<file path="src/rtl/hour_counter_12h_pkg.sv">
`default_nettype none
// ============================================================================
// Module      : hour_counter_12h_pkg
// Description : Shared BCD width, clamp-hour constants and hour validity test
//               for the alarm-clock time chain stages.
// Revision    : 1.0 - initial release
// ============================================================================
package hour_counter_12h_pkg;

   localparam int unsigned        c_BCD_W       = 4;
   localparam logic               c_CLAMP_TENS  = 1'b1;
   localparam logic [c_BCD_W-1:0] c_CLAMP_UNITS = 4'd2;

   // True when tens/units form a legal 12-hour value (01..09, 10, 11, 12).
   function automatic logic hour_is_valid(input logic               tens,
                                          input logic [c_BCD_W-1:0] units);
      logic ok;
      ok = (units <= 4'd9);
      if (!tens && (units == 4'd0)) ok = 1'b0;
      if (tens && (units > 4'd2))   ok = 1'b0;
      return ok;
   endfunction

endpackage
`default_nettype wire

</file>
<file path="src/rtl/hour_counter_12h_btn_sync_edge.sv">
`default_nettype none
// ============================================================================
// Module      : btn_sync_edge
// Description : SYNC_STAGES-deep synchroniser for an asynchronous button
//               level followed by a one-cycle rising-edge detector.
// Revision    : 1.0 - initial release
// ============================================================================
module btn_sync_edge #(
   parameter int SYNC_STAGES = 2
) (
   input  logic Clk,
   input  logic Clr,
   input  logic i_btn,
   output logic o_pulse
);

   logic [SYNC_STAGES-1:0] r_sync;
   logic                   r_prev;

   // Shift the raw level through the synchroniser and remember the last
   // synchronised value; reset to 0 so releasing Clr never looks like a press.
   always_ff @(posedge Clk or negedge Clr) begin
      if (!Clr) begin
         r_sync <= '0;
         r_prev <= 1'b0;
      end else begin
         r_sync <= {r_sync[SYNC_STAGES-2:0], i_btn};
         r_prev <= r_sync[SYNC_STAGES-1];
      end
   end

   assign o_pulse = r_sync[SYNC_STAGES-1] & ~r_prev;

endmodule
`default_nettype wire

</file>
<file path="src/rtl/hour_counter_12h.sv">
`default_nettype none
// ============================================================================
// Module      : hour_counter_12h
// Description : BCD hours stage (1..12) advanced by minute ticks or, in SET
//               mode, by synchronised button presses. Pulses PM_TOGGLE on the
//               11->12 step and supports clamped parallel load.
// Revision    : 1.0 - initial release
// ============================================================================
module hour_counter_12h
   import hour_counter_12h_pkg::*;
#(
   parameter logic               RESET_TENS  = 1'b1,
   parameter logic [c_BCD_W-1:0] RESET_UNITS = 4'd2,
   parameter int                 SYNC_STAGES = 2
) (
   input  logic               Clk,
   input  logic               Clr,
   input  logic               Enable,
   input  logic               LD,
   input  logic               IN_TENS,
   input  logic [c_BCD_W-1:0] IN_UNITS,
   input  logic               Tick,
   input  logic               SET,
   input  logic               INC_BTN,
   output logic               HR_TENS,
   output logic [c_BCD_W-1:0] HR_UNITS,
   output logic               PM_TOGGLE
);

   logic               w_inc_pulse;
   logic               w_adv;
   logic               w_load_ok;
   logic               r_tens;
   logic [c_BCD_W-1:0] r_units;
   logic               r_pm;

   // The synchroniser runs regardless of Enable, so presses while disabled
   // are simply consumed and lost.
   btn_sync_edge #(
      .SYNC_STAGES (SYNC_STAGES)
   ) u_btn_sync_edge (
      .Clk     (Clk),
      .Clr     (Clr),
      .i_btn   (INC_BTN),
      .o_pulse (w_inc_pulse)
   );

   assign w_adv     = SET ? w_inc_pulse : Tick;
   assign w_load_ok = hour_is_valid(IN_TENS, IN_UNITS);

   // Hour register: load beats advance (the advance is dropped), advance
   // walks 12,1..11,12, and PM_TOGGLE marks only the counted 11->12 step.
   always_ff @(posedge Clk or negedge Clr) begin
      if (!Clr) begin
         r_tens  <= RESET_TENS;
         r_units <= RESET_UNITS;
         r_pm    <= 1'b0;
      end else begin
         r_pm <= 1'b0;
         if (Enable && LD) begin
            if (w_load_ok) begin
               r_tens  <= IN_TENS;
               r_units <= IN_UNITS;
            end else begin
               r_tens  <= c_CLAMP_TENS;
               r_units <= c_CLAMP_UNITS;
            end
         end else if (Enable && w_adv) begin
            if (r_tens && (r_units == 4'd2)) begin
               r_tens  <= 1'b0;
               r_units <= 4'd1;
            end else if (r_units == 4'd9) begin
               r_tens  <= 1'b1;
               r_units <= 4'd0;
            end else begin
               r_units <= r_units + 4'd1;
            end
            r_pm <= r_tens && (r_units == 4'd1);
         end
      end
   end

   assign HR_TENS   = r_tens;
   assign HR_UNITS  = r_units;
   assign PM_TOGGLE = r_pm;

endmodule
`default_nettype wire

</file>
<file path="config.mk">
export PLATFORM = sky130hd
export DESIGN_NAME = hour_counter_12h
export DESIGN_NICKNAME = d
export VERILOG_FILES = /design/src/rtl/hour_counter_12h_pkg.sv /design/src/rtl/hour_counter_12h_btn_sync_edge.sv /design/src/rtl/hour_counter_12h.sv
export SDC_FILE = /design/constraint.sdc
export NUM_CORES = 1
export LEC_CHECK = 0
export BUFFER_PORTS_ARGS = -buffer_cell sky130_fd_sc_hd__buf_2
export CAP_MARGIN = 20
export CELL_PAD_IN_SITES_DETAIL_PLACEMENT = 1
export CELL_PAD_IN_SITES_GLOBAL_PLACEMENT = 2
export CORE_ASPECT_RATIO = 1.5
export CORE_MARGIN = 4
export CORE_UTILIZATION = 28
export DETAILED_ROUTE_END_ITERATION = 6
export PLACE_DENSITY_LB_ADDON = 0.1
export SETUP_SLACK_MARGIN = 0.3
export SLEW_MARGIN = 5
export SYNTH_ARGS = -nofsm -noshare
export SYNTH_HDL_FRONTEND = slang
export SYNTH_SLANG_ARGS = --single-unit
</file>
<file path="constraint.sdc">
create_clock -name Clk -period 1.5 [get_ports Clk]
set_input_delay 0 -clock Clk [delete_from_list [all_inputs] [get_ports Clk]]
set_output_delay 0 -clock Clk [all_outputs]
set_load 0.03 [all_outputs]
</file>
==> Yosys cells after proc, flatten, opt, wreduce, memory -nomap -nowiden <==
Cells that the tools add are included.
{ "word_totals": {"ff_bits": 9, "inputBits": 12, "output_inout_bits": 6, "wordCells": 39} }
{ "op_classes": {"n_addsub": 1, "order_cmp": 2, "eq_ne": 3, "n_mux": 15, "n_bitwise": 2, "reduce_logical": 11} }
{ "ops": {"columns": ["cell", "count"], "rows": [
  ["4-bit two-way mux", 5],
  ["1-bit two-way mux", 10],
  ["1-bit logical AND", 6],
  ["4-bit by 1-bit adder with 4-bit output, second input constant", 1],
  ["4-bit by 1-bit == test with 1-bit output, second input constant", 1],
  ["4-bit by 2-bit == test with 1-bit output, second input constant", 1],
  ["4-bit == test, second input constant", 1],
  ["4-bit by 2-bit > comparator with 1-bit output, second input constant", 1],
  ["4-bit less-or-equal comparator, second input constant", 1],
  ["4-bit logical NOT", 1],
  ["3-bit nonzero test", 1],
  ["2-bit AND reduction", 1],
  ["2-bit nonzero test", 1],
  ["1-bit AND", 1],
  ["1-bit logical NOT", 1],
  ["1-bit inverter", 1]
]} }

==> Longest topological paths before layout <==
{ "depth": {"ltp_word": 6, "mapped_depth": 5, "mapped_depth_nobuf": 4} }

==> By module <==
A second synthesis with hierarchy kept.
{ "unflattened": {"hier_cells": 56, "hier_area_um2": 558.0} }
{ "modules_own_cells": {"columns": ["module", "n_inst", "cells_each", "area_each_um2", "seq_area_each_um2"], "rows": [
  ["hour_counter_12h", 1, 52, 469.2, 152.6],
  ["btn_sync_edge", 1, 4, 88.8, 75.1]
]} }

==> Least setup slack after synthesis <==
OpenSTA, ideal clock, no wires.
{ "synth_timing": {"path_kind": "register -> register", "startpoint": "register r_tens (netlist: HR_TENS)", "endpoint": "register r_units[3] (netlist: HR_UNITS[3])", "setup_time_ns": 0.132, "arrival_ns": 1.253, "required_time_ns": 1.368, "slack_ns": 0.115, "stages_incl_launch_ff": 5, "path_cell_list": "dfstp_2 > nor3b_1 > nand3b_1 > a31oi_1 > o22ai_1"} }
{ "synth_between": {"elab_chain_len": 4} }
{ "synth_rtl": {"columns": ["item", "line_no", "text"], "rows": [
  ["from (decl)", "hour_counter_12h.sv:33", "logic r_tens;"],
  ["from (signal assigned)", "hour_counter_12h.sv:65", "r_tens <= c_CLAMP_TENS;"],
  ["1-bit logical AND", "hour_counter_12h.sv:69", "if (r_tens && (r_units == 4'd2)) begin"],
  ["4-bit two-way mux", "hour_counter_12h.sv:69", null],
  ["4-bit two-way mux", "hour_counter_12h.sv:68", "end else if (Enable && w_adv) begin"],
  ["4-bit two-way mux", "hour_counter_12h.sv:60", "if (Enable && LD) begin"],
  ["to (signal assigned)", "hour_counter_12h.sv:66", "r_units <= c_CLAMP_UNITS;"],
  ["to (signal assigned)", "hour_counter_12h.sv:76", "r_units <= r_units + 4'd1;"],
  ["to (decl)", "hour_counter_12h.sv:34", "logic [c_BCD_W-1:0] r_units;"]
]} }
Every way passes these cells. The select of a mux whose other input is x is not followed.
A chain may end at the register's enable or synchronous reset.

==> Final worst setup path <==
{ "layout_timing": {"startpoint": "register r_units[2] (netlist: HR_UNITS[2])", "endpoint": "register r_units[3] (netlist: HR_UNITS[3])"} }
{ "layout_between": {"elab_chain_len": 5, "word_cells_on_any_way": 8, "classes_between": "add/sub: 1; eq/ne: 2; mux: 4; reduce/logical: 1"} }
{ "layout_rtl": {"columns": ["item", "line_no"], "rows": [
  ["4-bit by 1-bit adder with 4-bit output (tied with other cells)", "hour_counter_12h.sv:76"],
  ["4-bit two-way mux / 1-bit logical AND (equally long branches)", "hour_counter_12h.sv:72, hour_counter_12h.sv:69"],
  ["4-bit two-way mux *", "hour_counter_12h.sv:69"],
  ["4-bit two-way mux *", "hour_counter_12h.sv:68"],
  ["4-bit two-way mux *", "hour_counter_12h.sv:60"]
]} }
Every way passes the cells marked *; elsewhere a longest branch is shown, timed or not. The select of a mux whose other input is x is not followed.

==> qor.txt <==
Switching Share: 41.31%
Setup slack, reg-to-reg: 0.19 ns
Largest net degree at the start of global routing: 11
Post-synthesis sequential area ratio: 40.81%
Cells after synthesis: 59
Final Skew: 0.009286 ns
Design Area, Final: 764.5 sq um
Uppermost routed layer: met4
Area Growth Syn to Fin: 37.00%
M1 WL: 664 microns
Tot Pwr: 1.026 mW
HP Class: in2reg
Yosys cell types: 34
Synthesized cell area: 558.0 sq um
CTS Sinks: 9
Outcome: finished clean
Crit-path max cell delay: 0.47 ns
Crit end category: flop
Worst skew pair latency: 0.26 ns
Setup tns final: 0 ns
Power Density: 1342 nW/um^2
Vias per Instance: 5.302
CP Data Arrival Time: 1.44 ns
Fin crit share: 87.14%
Fmax: 765.0 MHz
Slowest CP cell: dfrtp_2
Crit Path Max Fanout: 8
Port Buffers: 17
Standard-cell row count: 19
Synth warnings: 0
Post-route setup slack: 0.1929 ns
DRC errors left: 0
Avg Cell Area, Syn: 9.458 sq um
Leakage: 0.3205 nW
Initial Utilization: 30.09%
Top post-synthesis cells by area: dfrtp_1 31%, dfstp_2 9.4%, o31ai_4 3.8%
Worst path cell trace: and4bb_1 -> nor2_1 -> a31oi_1 -> o22ai_1
Crit path time final: 1.307 ns
Antenna-violating nets left: 0
DR WL/cell: 15.08 microns
Num CTS Buffers: 3
Antenna cells: 0
CTS tree: done
CP startpoint kind: flop
DRT iter0 DRCs: 12
Core area: 1854 sq um
H-tree levels: 1
Top-area cell type share of the netlist area: 31.39%
#FFs+latches synth: 9
Fillers: 222
Die X: 44.45 microns
Switching power: 0.4240 mW
Commonest non-fill, non-tap cells in the layout: 17 x buf_2, 5 x dfrtp_1, 4 x nand2_1, 4 x nor3_1, 4 x buf_4
Post-Place Setup Slack: 0.1993 ns
Pint: 0.6023 mW
Comb pwr share: 43.2%
Die Span Y: 62.68 microns
Area leader, netlist: dfrtp_1
Final Util: 41.23%
Post-Syn Nets: 71
Root Buffer: clkbuf_4
Drt pass-1 iters: 3
Placer Congestion: 0.6600
Rel. slew slack: 72.84%
Total global routing overflow: 0
DP Area: 666.9 sq um
Final setup fails: 0
Hold WS: 0.06090 ns
Worst Path Required: 1.64 ns
Wire length on met2: 844 microns
DP HPWL: 1178 microns
Total track usage: 12.32%
Die area: 2786 sq um
Max-Cap Viols: 0
Reg power frac: 38.4%
Antenna violations before repair: 0
Max Root-Sink Buffers: 2
Vias: 562
Clk slew on worst S/H paths: 0.07 ns
Hold Violations, Final: 0
Layout Nets: 98
Finished Layout Cells: 106
Number of placed I/O pins: 18
Slew of the pin with the lowest slew margin: 0.4065 ns
Most common cell after layout, fill and taps aside: buf_2
Critical path class: reg2reg
Placed Cells: 95
Clock share of power: 18.4%
Final WL: 1598 microns
Share of cells above drive strength 1: 43.53%
Peak supply drop: 0.4781 mV
Number of global-route vias before repair: 579
Final slew viol count: 0
RSZ-0062 raised after global routing: yes
First-pass GRT wire length: 2642 microns
WL met3: 60 microns
-- worst max-delay path: cells and delay by family (launching register included) --
kind	cells	cell delay (ns)
AO/OA/AOI/OAI	2	0.27
flip-flops	1	0.47
AND/OR/NAND/NOR	2	0.44
-- per-layer routing --
layer / up-vias / global-route usage [%]
met5: - / 0
met4: 0 / 7.925
met3: 2 / 0.8646
met2: 12 / 19.53
met1: 270 / 15.40
li1: 278 / -
-- final timing paths --
kind | startpoint | to | depth (start not counted)
setup / recovery | HR_UNITS[2]$_DFFE_PN0P_ | HR_UNITS[3]$_DFFE_PN0P_ | 4
hold / removal | IN_UNITS[2] | HR_UNITS[2]$_DFFE_PN0P_ | 3
setup reg to reg | HR_UNITS[2]$_DFFE_PN0P_ | HR_UNITS[3]$_DFFE_PN0P_ | 4
hold reg to reg | u_btn_sync_edge.r_sync[0]$_DFF_PN0_ | u_btn_sync_edge.r_sync[1]$_DFF_PN0_ | 0
max in group asynchronous | Clr | HR_UNITS[1]$_DFFE_PN1P_ | 2
min in group asynchronous | Clr | HR_UNITS[3]$_DFFE_PN0P_ | 2
-- repair_timing --
item / in CTS / in global routing
gates resized for setup: 2 / 3
hold buffers: 2 / 1
hold endpoints to repair: 10 / 1
buffers inserted: 4 / 0
setup endpoints to repair: 5 / 6
pin swaps: 4 / 3
gates cloned: 0 / 0
-- registers in the layout, summed over array words and instances, names as in the netlist --
register                cells
PM_TOGGLE                   1
u_btn_sync_edge.r_prev      1
HR_TENS                     1
HR_UNITS                    4
u_btn_sync_edge.r_sync      2
-- Yosys cell counts --
| cell type | count |
|---|---|
| dfrtp_1 | 7 |
| nand2_1 | 5 |
| nor3_1 | 4 |
| o21ai_1 | 4 |
| o21ai_0 | 3 |
| a21oi_1 | 2 |
| a31oi_1 | 2 |
| dfstp_2 | 2 |
| nand3_1 | 2 |
| nand3b_1 | 2 |
| nor2_1 | 2 |
| o22ai_1 | 2 |
| a211oi_1 | 1 |
| a22oi_1 | 1 |
| a2bb2oi_1 | 1 |
| and2_1 | 1 |
| and2_2 | 1 |
| and3_1 | 1 |
| and3b_1 | 1 |
| and4bb_1 | 1 |
| buf_2 | 1 |
| buf_6 | 1 |
| inv_1 | 1 |
| nand4_1 | 1 |
| nand4b_1 | 1 |
| nor2b_1 | 1 |
| nor3b_1 | 1 |
| nor4b_2 | 1 |
| o21a_1 | 1 |
| o311ai_1 | 1 |
| o31ai_4 | 1 |
| or2_2 | 1 |
| or4_1 | 1 |
| xnor2_1 | 1 |
-- final cells by class --
cell class | instances | area, sq um | area share (%)
tap | 21 | 26.28 | 3.437
timing repair buffer | 24 | 145.1 | 18.99
inverter | 1 | 3.754 | 0.4910
sequential | 9 | 230.2 | 30.11
clock buffer | 4 | 26.28 | 3.437
multi-input combinational | 47 | 332.8 | 43.54
-- kinds of logic after synthesis --
| group | share of synthesized area, % |
|---|---|
| flops | 40.81 |
| buf+inv | 3.586 |
| simple gates | 30.50 |
| compound gates | 23.54 |
| xor+xnor | 1.570 |
-- power groups by stage --
| stage | registers, mW | clock network [mW] | logic [mW] |
|---|---|---|---|
| 2_1_floorplan | 0.476 | 0 | 0.183 |
| 3_3_place_gp | 0.413 | 0 | 0.366 |
| 3_5_place_dp | 0.413 | 0 | 0.366 |
| 4_1_cts | 0.392 | 0.199 | 0.431 |
| 5_1_grt | 0.408 | 0.213 | 0.482 |
| 6_report | 0.394 | 0.189 | 0.443 |
No activity file was read; power rests on OpenSTA's default activity.
